### config.mk
export PLATFORM = sky130hd
export DESIGN_NAME = l1_trigger_scaler
export DESIGN_NICKNAME = d
export VERILOG_FILES = /design/src/rtl/l1_trigger_pkg.sv /design/src/rtl/l1_beam_counter.sv /design/src/rtl/l1_trigger_scaler.sv
export SDC_FILE = /design/constraint.sdc
export NUM_CORES = 1
export LEC_CHECK = 0
export ABC_CLOCK_PERIOD_IN_PS = 9300
export BUFFER_PORTS_ARGS = -buffer_cell sky130_fd_sc_hd__clkbuf_2
export CORE_ASPECT_RATIO = 1.25
export CORE_MARGIN = 4
export CORE_UTILIZATION = 45
export CTS_CLUSTER_DIAMETER = 200
export DETAILED_ROUTE_END_ITERATION = 7
export GPL_TIMING_DRIVEN = 0
export PLACE_DENSITY = 0.62
export SLEW_MARGIN = 30
export SYNTH_ARGS = -nofsm -noshare
export SYNTH_HDL_FRONTEND = slang
export SYNTH_SLANG_ARGS = --single-unit
### constraint.sdc
create_clock -name aclk -period 9.3 [get_ports aclk]
set_input_delay 1.86 -clock aclk [delete_from_list [all_inputs] [get_ports aclk]]
set_output_delay 1.86 -clock aclk [all_outputs]
set_load 0.1 [all_outputs]
### src/rtl/l1_trigger_pkg.sv
// l1_trigger_pkg
// Shared definitions for the L1 trigger scaler: the period-control state
// encoding and the default parameter values used by l1_trigger_scaler.
// No ports (package only).
package l1_trigger_pkg;

    localparam int DEF_NBEAMS        = 2;
    localparam int DEF_COUNT_WIDTH   = 32;
    localparam int DEF_PERIOD_CLOCKS = 375000000;
    localparam int DEF_HOLDOFF_WIDTH = 5;

    typedef enum logic [1:0] {
        IDLE  = 2'd0,
        COUNT = 2'd1,
        LATCH = 2'd2
    } scalerState_t;

endpackage

### src/rtl/l1_beam_counter.sv
// l1_beam_counter
// One beam's trigger path: holdoff qualification, the registered qualified
// trigger output and the live event counter for the current period.
// Optional macro L1_SCALER_SATURATE_EN: live count saturates at all-ones
// instead of wrapping.
// Ports:
//   aclk, reset_i       clock, async active-high reset
//   trig_i, mask_i      raw trigger bit and disable bit for this beam
//   holdoff_i           holdoff length loaded after each accepted trigger
//   clear_i             restart the live count this cycle
//   countEn_i           accepted triggers are counted this cycle
//   trigger_o           accepted trigger, one cycle late
//   count_o             live count
module l1_beam_counter #(
    parameter int COUNT_WIDTH   = 32,
    parameter int HOLDOFF_WIDTH = 5
) (
    input  logic                     aclk,
    input  logic                     reset_i,
    input  logic                     trig_i,
    input  logic                     mask_i,
    input  logic [HOLDOFF_WIDTH-1:0] holdoff_i,
    input  logic                     clear_i,
    input  logic                     countEn_i,
    output logic                     trigger_o,
    output logic [COUNT_WIDTH-1:0]   count_o
);

    logic [HOLDOFF_WIDTH-1:0] holdoffCnt_q, holdoffCnt_d;
    logic [COUNT_WIDTH-1:0]   count_q, count_d, countInc;
    logic                     trigger_q;
    logic                     accept;

    // Qualify the raw trigger and run the holdoff down. A holdoff of zero
    // reloads zero, so every asserted cycle is accepted.
    always_comb begin
        accept       = trig_i & ~mask_i & (holdoffCnt_q == '0);
        holdoffCnt_d = holdoffCnt_q;
        if (accept) begin
            holdoffCnt_d = holdoff_i;
        end else if (holdoffCnt_q != '0) begin
            holdoffCnt_d = holdoffCnt_q - HOLDOFF_WIDTH'(1);
        end
    end

    // Live count next state. A clear with counting enabled is the
    // continuous-mode rollover: the new period starts at 1 if this beam
    // accepts in the rollover cycle itself.
    always_comb begin
`ifdef L1_SCALER_SATURATE_EN
        countInc = (&count_q) ? count_q : count_q + COUNT_WIDTH'(1);
`else
        countInc = count_q + COUNT_WIDTH'(1);
`endif
        count_d = count_q;
        if (clear_i) begin
            count_d = (countEn_i && accept) ? COUNT_WIDTH'(1) : '0;
        end else if (countEn_i && accept) begin
            count_d = countInc;
        end
    end

    // Per-beam state registers.
    always_ff @(posedge aclk or posedge reset_i) begin
        if (reset_i) begin
            holdoffCnt_q <= '0;
            count_q      <= '0;
            trigger_q    <= 1'b0;
        end else begin
            holdoffCnt_q <= holdoffCnt_d;
            count_q      <= count_d;
            trigger_q    <= accept;
        end
    end

    assign trigger_o = trigger_q;
    assign count_o   = count_q;

endmodule

### src/rtl/l1_trigger_scaler.sv
// l1_trigger_scaler
// Counts holdoff-qualified beam triggers over fixed periods of PERIOD_CLOCKS
// counting cycles and copies the counts into a readable snapshot bank at the
// end of each period (one-shot or continuous).
// Optional macro L1_SCALER_SATURATE_EN: live counts saturate (see
// l1_beam_counter); otherwise they wrap.
// Ports:
//   aclk, reset_i          clock, async active-high reset
//   trig_i, mask_i         raw triggers, per-beam disable
//   holdoff_i              holdoff cycles after each accepted trigger
//   start_i, stop_i        begin/restart a period, abort counting
//   mode_i                 0 one-shot, 1 continuous
//   rd_beam_i, rd_dat_o    snapshot readout (1-cycle latency)
//   trigger_o              qualified triggers
//   busy_o, done_o, seq_o  status, snapshot pulse, snapshot sequence number
module l1_trigger_scaler
    import l1_trigger_pkg::*;
#(
    parameter int NBEAMS        = DEF_NBEAMS,
    parameter int COUNT_WIDTH   = DEF_COUNT_WIDTH,
    parameter int PERIOD_CLOCKS = DEF_PERIOD_CLOCKS,
    parameter int HOLDOFF_WIDTH = DEF_HOLDOFF_WIDTH
) (
    input  logic                     aclk,
    input  logic                     reset_i,
    input  logic [NBEAMS-1:0]        trig_i,
    input  logic [NBEAMS-1:0]        mask_i,
    input  logic [HOLDOFF_WIDTH-1:0] holdoff_i,
    input  logic                     start_i,
    input  logic                     stop_i,
    input  logic                     mode_i,
    input  logic [7:0]               rd_beam_i,
    output logic [COUNT_WIDTH-1:0]   rd_dat_o,
    output logic [NBEAMS-1:0]        trigger_o,
    output logic                     busy_o,
    output logic                     done_o,
    output logic [7:0]               seq_o
);

    localparam int TIMER_WIDTH = $clog2(PERIOD_CLOCKS);
    localparam logic [TIMER_WIDTH-1:0] TIMER_RELOAD = TIMER_WIDTH'(PERIOD_CLOCKS - 1);

    scalerState_t                         state_q, state_d;
    logic [TIMER_WIDTH-1:0]               timer_q, timer_d;
    logic                                 mode_q, mode_d;
    logic [7:0]                           seq_q;
    logic [NBEAMS-1:0][COUNT_WIDTH-1:0]   snapshot_q;
    logic [NBEAMS-1:0][COUNT_WIDTH-1:0]   liveCount;
    logic [COUNT_WIDTH-1:0]               rdDat_q, rdDat_d;
    logic                                 clearCnt;
    logic                                 countEn;
    logic                                 snapWr;

    for (genvar g = 0; g < NBEAMS; g++) begin : gBeam
        l1_beam_counter #(
            .COUNT_WIDTH  (COUNT_WIDTH),
            .HOLDOFF_WIDTH(HOLDOFF_WIDTH)
        ) uBeam (
            .aclk     (aclk),
            .reset_i  (reset_i),
            .trig_i   (trig_i[g]),
            .mask_i   (mask_i[g]),
            .holdoff_i(holdoff_i),
            .clear_i  (clearCnt),
            .countEn_i(countEn),
            .trigger_o(trigger_o[g]),
            .count_o  (liveCount[g])
        );
    end

    // Period control. The timer runs PERIOD_CLOCKS-1 down to 0 across the
    // COUNT cycles, so a period is exactly PERIOD_CLOCKS counting cycles.
    // In LATCH the snapshot is always written first; stop/start seen there
    // only decide where we go afterwards. A start from LATCH clears counts
    // outright, while a continuous rollover keeps the LATCH-cycle trigger.
    always_comb begin
        state_d  = state_q;
        timer_d  = timer_q;
        mode_d   = mode_q;
        clearCnt = 1'b0;
        countEn  = 1'b0;
        snapWr   = 1'b0;
        case (state_q)
            IDLE: begin
                if (!stop_i && start_i) begin
                    clearCnt = 1'b1;
                    timer_d  = TIMER_RELOAD;
                    mode_d   = mode_i;
                    state_d  = COUNT;
                end
            end
            COUNT: begin
                if (stop_i) begin
                    state_d = IDLE;
                end else if (start_i) begin
                    clearCnt = 1'b1;
                    timer_d  = TIMER_RELOAD;
                    mode_d   = mode_i;
                end else begin
                    countEn = 1'b1;
                    if (timer_q == '0) begin
                        state_d = LATCH;
                    end else begin
                        timer_d = timer_q - TIMER_WIDTH'(1);
                    end
                end
            end
            LATCH: begin
                snapWr = 1'b1;
                if (stop_i) begin
                    state_d = IDLE;
                end else if (start_i) begin
                    clearCnt = 1'b1;
                    timer_d  = TIMER_RELOAD;
                    mode_d   = mode_i;
                    state_d  = COUNT;
                end else if (mode_q) begin
                    clearCnt = 1'b1;
                    countEn  = 1'b1;
                    timer_d  = TIMER_RELOAD;
                    mode_d   = mode_i;
                    state_d  = COUNT;
                end else begin
                    state_d = IDLE;
                end
            end
            default: state_d = IDLE;
        endcase
    end

    // Snapshot readout mux; indices beyond the last beam read as zero.
    always_comb begin
        rdDat_d = '0;
        for (int b = 0; b < NBEAMS; b++) begin
            if (rd_beam_i == 8'(b)) begin
                rdDat_d = snapshot_q[b];
            end
        end
    end

    // Control registers, snapshot bank and the registered readout.
    always_ff @(posedge aclk or posedge reset_i) begin
        if (reset_i) begin
            state_q    <= IDLE;
            timer_q    <= '0;
            mode_q     <= 1'b0;
            seq_q      <= 8'd0;
            snapshot_q <= '0;
            rdDat_q    <= '0;
        end else begin
            state_q <= state_d;
            timer_q <= timer_d;
            mode_q  <= mode_d;
            rdDat_q <= rdDat_d;
            if (snapWr) begin
                snapshot_q <= liveCount;
                seq_q      <= seq_q + 8'd1;
            end
        end
    end

    assign busy_o   = (state_q != IDLE);
    assign done_o   = snapWr;
    assign seq_o    = seq_q;
    assign rd_dat_o = rdDat_q;

endmodule

==> Yosys cells after proc, flatten, opt, wreduce, memory -nomap -nowiden <==
Cells that the tools add are included.
{ "op_classes": {"addsub": 6, "mul": 0, "div": 0, "order_cmp": 0, "n_eq_ne": 11, "shift": 0, "muxes": 48, "bitwise": 6, "reduce_logical": 20} }
{ "ops": {"columns": ["cell", "count"], "rows": [
  ["$mux W29", 7],
  ["$mux W32", 6],
  ["$pmux W29 S3", 1],
  ["$add A32 B1 Y32 const B", 2],
  ["$logic_not A29 Y1", 1],
  ["$sub A29 B1 Y29 const B", 1],
  ["$mux W1", 22],
  ["$mux W5", 4],
  ["$ne A3 B3 Y1 const B", 4],
  ["$logic_not A5 Y1", 2],
  ["$reduce_bool A2 Y1", 5],
  ["$reduce_bool A5 Y1", 2],
  ["$sub A5 B1 Y5 const B", 2],
  ["$add A8 B1 Y8 const B", 1],
  ["$eq A8 B1 Y1 const B", 1],
  ["$logic_not A8 Y1", 1],
  ["$mux W2", 4],
  ["$ne A2 B2 Y1 const B", 4],
  ["$pmux W1 S3", 2],
  ["$pmux W2 S3", 1],
  ["$reduce_and A6 Y1", 1],
  ["$reduce_and A5 Y1", 1],
  ["$and A1 B1 Y1", 4],
  ["$logic_and A1 B1 Y1", 3],
  ["other kinds (8)", 9]
]} }
{ "word_totals": {"regBits": 212, "latch_bits": 0, "ramBits": 0, "mem_bits_ro": 0, "in_bits": 22, "output_inout_bits": 44, "wordCells": 104, "n_memories": 0} }

==> Logic depth before layout (Yosys ltp) <==
{ "depth": {"depth_word": 7, "mapped_depth": 9, "depth_no_buf": 7} }

==> Hierarchy <==
A second synthesis with hierarchy kept.
{ "unflattened": {"hier_cells": 940, "area_unflattened_um2": 10171.0} }
{ "modules_own_cells": {"columns": ["mod", "n_inst", "cells_per_inst", "area_each_um2"], "rows": [
  ["l1_trigger_scaler", 1, 490, 5984.5],
  ["l1_beam_counter", 2, 225, 2093.3]
]} }

==> Worst setup path after synthesis <==
No wires, ideal clock.
{ "synth_timing": {"path_kind": "input-to-reg", "startpoint": "input start_i", "endpoint": "register gBeam[0].uBeam.count_q[18]", "setup_ns": 0.078, "t_arrival_ns": 3.609, "required_time_ns": 9.222, "setup_slack_ns": 5.613, "path_stages": 6, "n_path_buf": 1, "path_cell_list": "nor3b_1 -> nand4_2 -> or4b_4 -> buf_6 -> or3_1 -> a21oi_1"} }
{ "synth_between": {"elab_chain_cells": 5} }
{ "synth_lines": {"columns": ["item", "line_no", "source"], "rows": [
  ["from (decl)", "l1_trigger_scaler.sv:29", "input logic start_i,"],
  ["$mux W1 (on tied branches)", "l1_trigger_scaler.sv:112, l1_trigger_scaler.sv:95", null],
  ["$mux W1 (on tied branches)", "l1_trigger_scaler.sv:110, l1_trigger_scaler.sv:93", null],
  ["$pmux W1 S2", "l1_trigger_scaler.sv:83", "case (state_q)"],
  ["$logic_and A1 B1 Y1", "l1_beam_counter.sv:58", "end else if (countEn_i && accept) begin"],
  ["$reduce_bool A2 Y1 (no line)", null, null],
  ["to (signal assigned)", "l1_beam_counter.sv:71", "count_q <= count_d;"],
  ["to (decl)", "l1_beam_counter.sv:30", "logic [COUNT_WIDTH-1:0] count_q, count_d, countInc;"]
]} }
Several ways; a longest one is shown, not always the timed one.
A chain may end at the register's enable or synchronous reset.

==> Worst setup path after layout <==
{ "layout_timing": {"startpoint": "register state_q[0]", "endpoint": "output busy_o"} }
{ "layout_between": {"elab_chain_cells": 1} }
{ "layout_lines": {"columns": ["item", "line_no", "source"], "rows": [
  ["from (decl)", "l1_trigger_scaler.sv:43", "scalerState_t state_q, state_d;"],
  ["from (signal assigned)", "l1_trigger_scaler.sv:151", "state_q <= state_d;"],
  ["$reduce_bool A2 Y1", "l1_trigger_scaler.sv:162", "assign busy_o = (state_q != IDLE);"],
  ["to (decl)", "l1_trigger_scaler.sv:35", "output logic busy_o,"]
]} }
No other way between the ends.

==> out/qor.tcl <==
set qor(critical-path-max-stage-delay_ns) 0.47
set qor(p_leak_uw) 0.00510
set qor(fin_skew_ns) 0.0118
set qor(grtUsageMet1_pct) 24.3
set qor(worst_slew_margin_rel_pct) 46.7
set qor(detailedRoute.firstIterationViolations) 356
set qor(grt_max_degree) 81
set qor(crit_top_cell) {inv_1}
set qor(post_synth_and_or_nand_nor_area_fraction_pct) 18.9
set qor(synth_sequential_area_ratio_pct) 53.4
set qor(yosys-top-cells-count) {212 x dfrtp_1, 93 x nor2_1, 65 x mux2_2}
set qor(synth.largest_area_cell) {dfrtp_1}
set qor(finalWeightedCongestion) 0.843
set qor(synth.most_common_cell) {dfrtp_1}
set qor(num_antenna_cells) 0
set qor(floorplan.io_pins) 66
set qor(filler_cell_count) 1937
set qor(timing.fmax_mhz) 262
set qor(multi_input_area_um2) 4400
set qor(final_net_count) 1033
set qor(post_cts_resize_count) 0
set qor(vias_per_cell) 5.60
set qor(avg_inst_size_synth_um2) 11.0
set qor(rsz_0062_raised_after_global_routing) {no}
set qor(setup-violations-final) 0
set qor(row_count) 60
set qor(irDropWorstVdd_v) 0.000133
set qor(p_clk_share_pct) 43.0
set qor(synth.net_count) 942
set qor(core_um2) 21600
set qor(power.share.switching_pct) 26.7
set qor(antenna_found_initial) 0
set qor(placement.io_buffers) 64
set qor(cts_inserted_buffers) 23
set qor(die-area_um2) 24600
set qor(global_route.peak_usage_layer) {met2}
set qor(power.density_nw_per_um2) 191
set qor(category_of_the_critical_setup_timing_path) {flop to output port}
set qor(synth_cells) 908
set qor(final-hold-violation-count) 0
set qor(placedCellCount) 1253
set qor(run_status) {finished clean}
set qor(wire_per_inst_um) 17.3
set qor(register_area_um2) 5310
set qor(h-tree-depth) 1
set qor(die_x_um) 141
set qor(buffer_and_inverter_count_on_the_worst_path) 3
set qor(groute.layer.met3.usage_pct) 2.37
set qor(yosys.area_share.xor_xnor_pct) 4.58
set qor(grt_use_met2_pct) 31.7
set qor(clk_transition_reported_paths_ns) 0.06
set qor(path_delay_family) {buffers and inverters}
set qor(ys_types) 61
set qor(route.antenna.remaining_nets) 0
set qor(flow.area_growth_from_synthesis_pct) 15.3
set qor(number_of_post_cts_setup_repair_buffers) 0
set qor(layout_worst_path_cycle_share_pct) 41.0
set qor(p_sw_uw) 584
set qor(synth_async_sr_flop_share_pct) 100
set qor(synth_top_family_by_area) {simple AND/OR/NAND/NOR gates}
set qor(clkSinkCount) 212
set qor(adder_cell_share_of_the_synthesized_area_pct) 1.51
set qor(floorplan.initialDensity_pct) 46.0
set qor(holdBufCountCts) 0
set qor(clkLatencyLatePin_ns) 0.51
set qor(r2r-start) {state_q[0]}
set qor(setup.worst_path.start_class) {flop}
set qor(min_delay_src) {seq_o[7]}
set qor(yosys_warnings) 0
set qor(dr_total_vias) 7246
set qor(grtUsageTotal_pct) 18.5
set qor(synthMuxAreaShare_pct) 10.9
set qor(path_cells) {inv_1 -> ha_1 -> inv_1 -> clkbuf_2}
set qor(timing.critical_path.fanout_max) 8
set qor(share_comb_of_total_power_pct) 12.0
set qor(tmin_final_ns) 3.82
set qor(cts_tree) {yes}
set qor(routed_wirelength_um) 22300
set qor(synth_top_area_share_pct) 53.4
set qor(postSynthRegisterBits) 212
set qor(clockBufferDepth) 3
set qor(cp_data_arrival_time_ns) 1.96
set qor(drt_pass1_iterations) 5
set qor(layoutNonFillerInstCount) 1295
set qor(intPower_uw) 1600
set qor(fin_tns_setup_ns) 0
set qor(crit_slowest_cell) {clkbuf_2}
set qor(synthFlopType) {dfrtp_1}
set qor(global_route_wire_length_before_repair_um) 37400
set qor(hpwlAfterDp_um) 16000
set qor(layout-drive-gt1-share_pct) 18.6
set qor(max_slew.worst_pin.slew_ns) 0.800
set qor(syn-cell-area_um2) 9940
set qor(synth_edf_count) 0
set qor(route.detailed.drc) 0
set qor(power.share.sequential_pct) 45.0
set qor(clk_root_buffer_cell) {clkbuf_16}
set qor(hold_path.class) {flop to flop}
set qor(die_y_um) 174
set qor(global_route_total_overflow) 0
set qor(critical_path_required_ns) 7.44
set qor(synth_compound_area_share_pct) 8.32
set qor(number_of_global_route_vias_before_repair) 7308
set qor(synth_top_cells_by_area) {dfrtp_1 53%, mux2_2 7.4%, mux2i_1 3.5%, nor2_1 3.5%, xnor2_1 2.9%}
set qor(setup.worst_path.end_class) {output port}
set qor(worstSetupStartpoint) {state_q[0]}
set qor(drv_cap) 0
set qor(slew_violations) 0
[sequential cells by signal, indices dropped and copies added, names as in the netlist]
signal	cells
snapshot_q	64
gBeam.uBeam.holdoffCnt_q	10
state_q	2
rd_dat_o	32
gBeam.uBeam.trigger_o	2
mode_q	1
timer_q	29
gBeam.uBeam.count_o	64
seq_o	8
[power by group through the flow]
stage          sequential [uW]  clock, uW  combinational (uW)
4_1_cts                    982        964                 266
2_1_floorplan              992          0                 195
3_5_place_dp               999          0                 266
3_3_place_gp               999          0                 257
6_report                   982        939                 261
5_1_grt                    987       1000                 293
[layer usage]
metal	routed length [um]	vias up
met3	808	40
li1	-	3496
met2	11300	134
met5	0	-
met4	519	0
met1	9760	3576
[through the flow]
step	power (uW)	util [%]	hold slack [ns]	area (um^2)	worst slack, ns
floorplan	1190	-	0.461	9940	1.65
global placement	1260	49.1	0.464	10600	-0.814
detailed placement	1260	49.4	0.463	10700	4.97
CTS	2210	53.0	0.475	11500	5.47
global route	2280	53.0	0.519	11500	5.36
finish	2180	53.0	0.467	11500	5.48
[logic make-up (layout without fill, tap and decap cells)]
| kind of cell | Yosys count | count (layout) |
|---|---|---|
| flip-flops | 212 | 212 |
| buffers and inverters | 59 | 167 |
| AND/OR/NAND/NOR | 340 | 340 |
| multiplexers | 100 | 100 |
| adder cells (fa/ha/maj) | 12 | 12 |
| AO/OA/AOI/OAI | 133 | 133 |
| XOR/XNOR | 52 | 52 |
[cell type report]
cell class / instances / share of cell area (%)
Clock inverter: 12 / 1.33
Sequential cell: 212 / 46.3
Timing Repair Buffer: 66 / 3.28
Clock buffer: 30 / 5.51
Inverter: 19 / 0.688
Buffer: 40 / 1.47
Tap cell: 279 / 3.05
Multi-Input combinational cell: 637 / 38.4
[worst paths after layout]
kind,cells past startpoint,slack (ns),to
worst min register to register,1,0.47,seq_o[7]
min in group asynchronous,2,1.36,gBeam[1].uBeam.trigger_o
worst max register to register,8,6.02,gBeam[0].uBeam.count_o[29]
worst min-delay path,1,0.47,seq_o[7]
worst max-delay path,4,5.48,busy_o
max in group asynchronous,4,6.80,snapshot_q[8]
[cell usage in the layout (no fill, tap or decap), types with 26 or more instances in the layout]
cell and instances:
nand2_1 48, o21ai_0 36, a21oi_1 48, nand4_1 26, clkbuf_1 28, mux2_2 65, nor2_1 93, xnor2_1 33
dfrtp_1 212, mux2i_1 35, clkbuf_2 64
(Power assumes the default switching activity.)
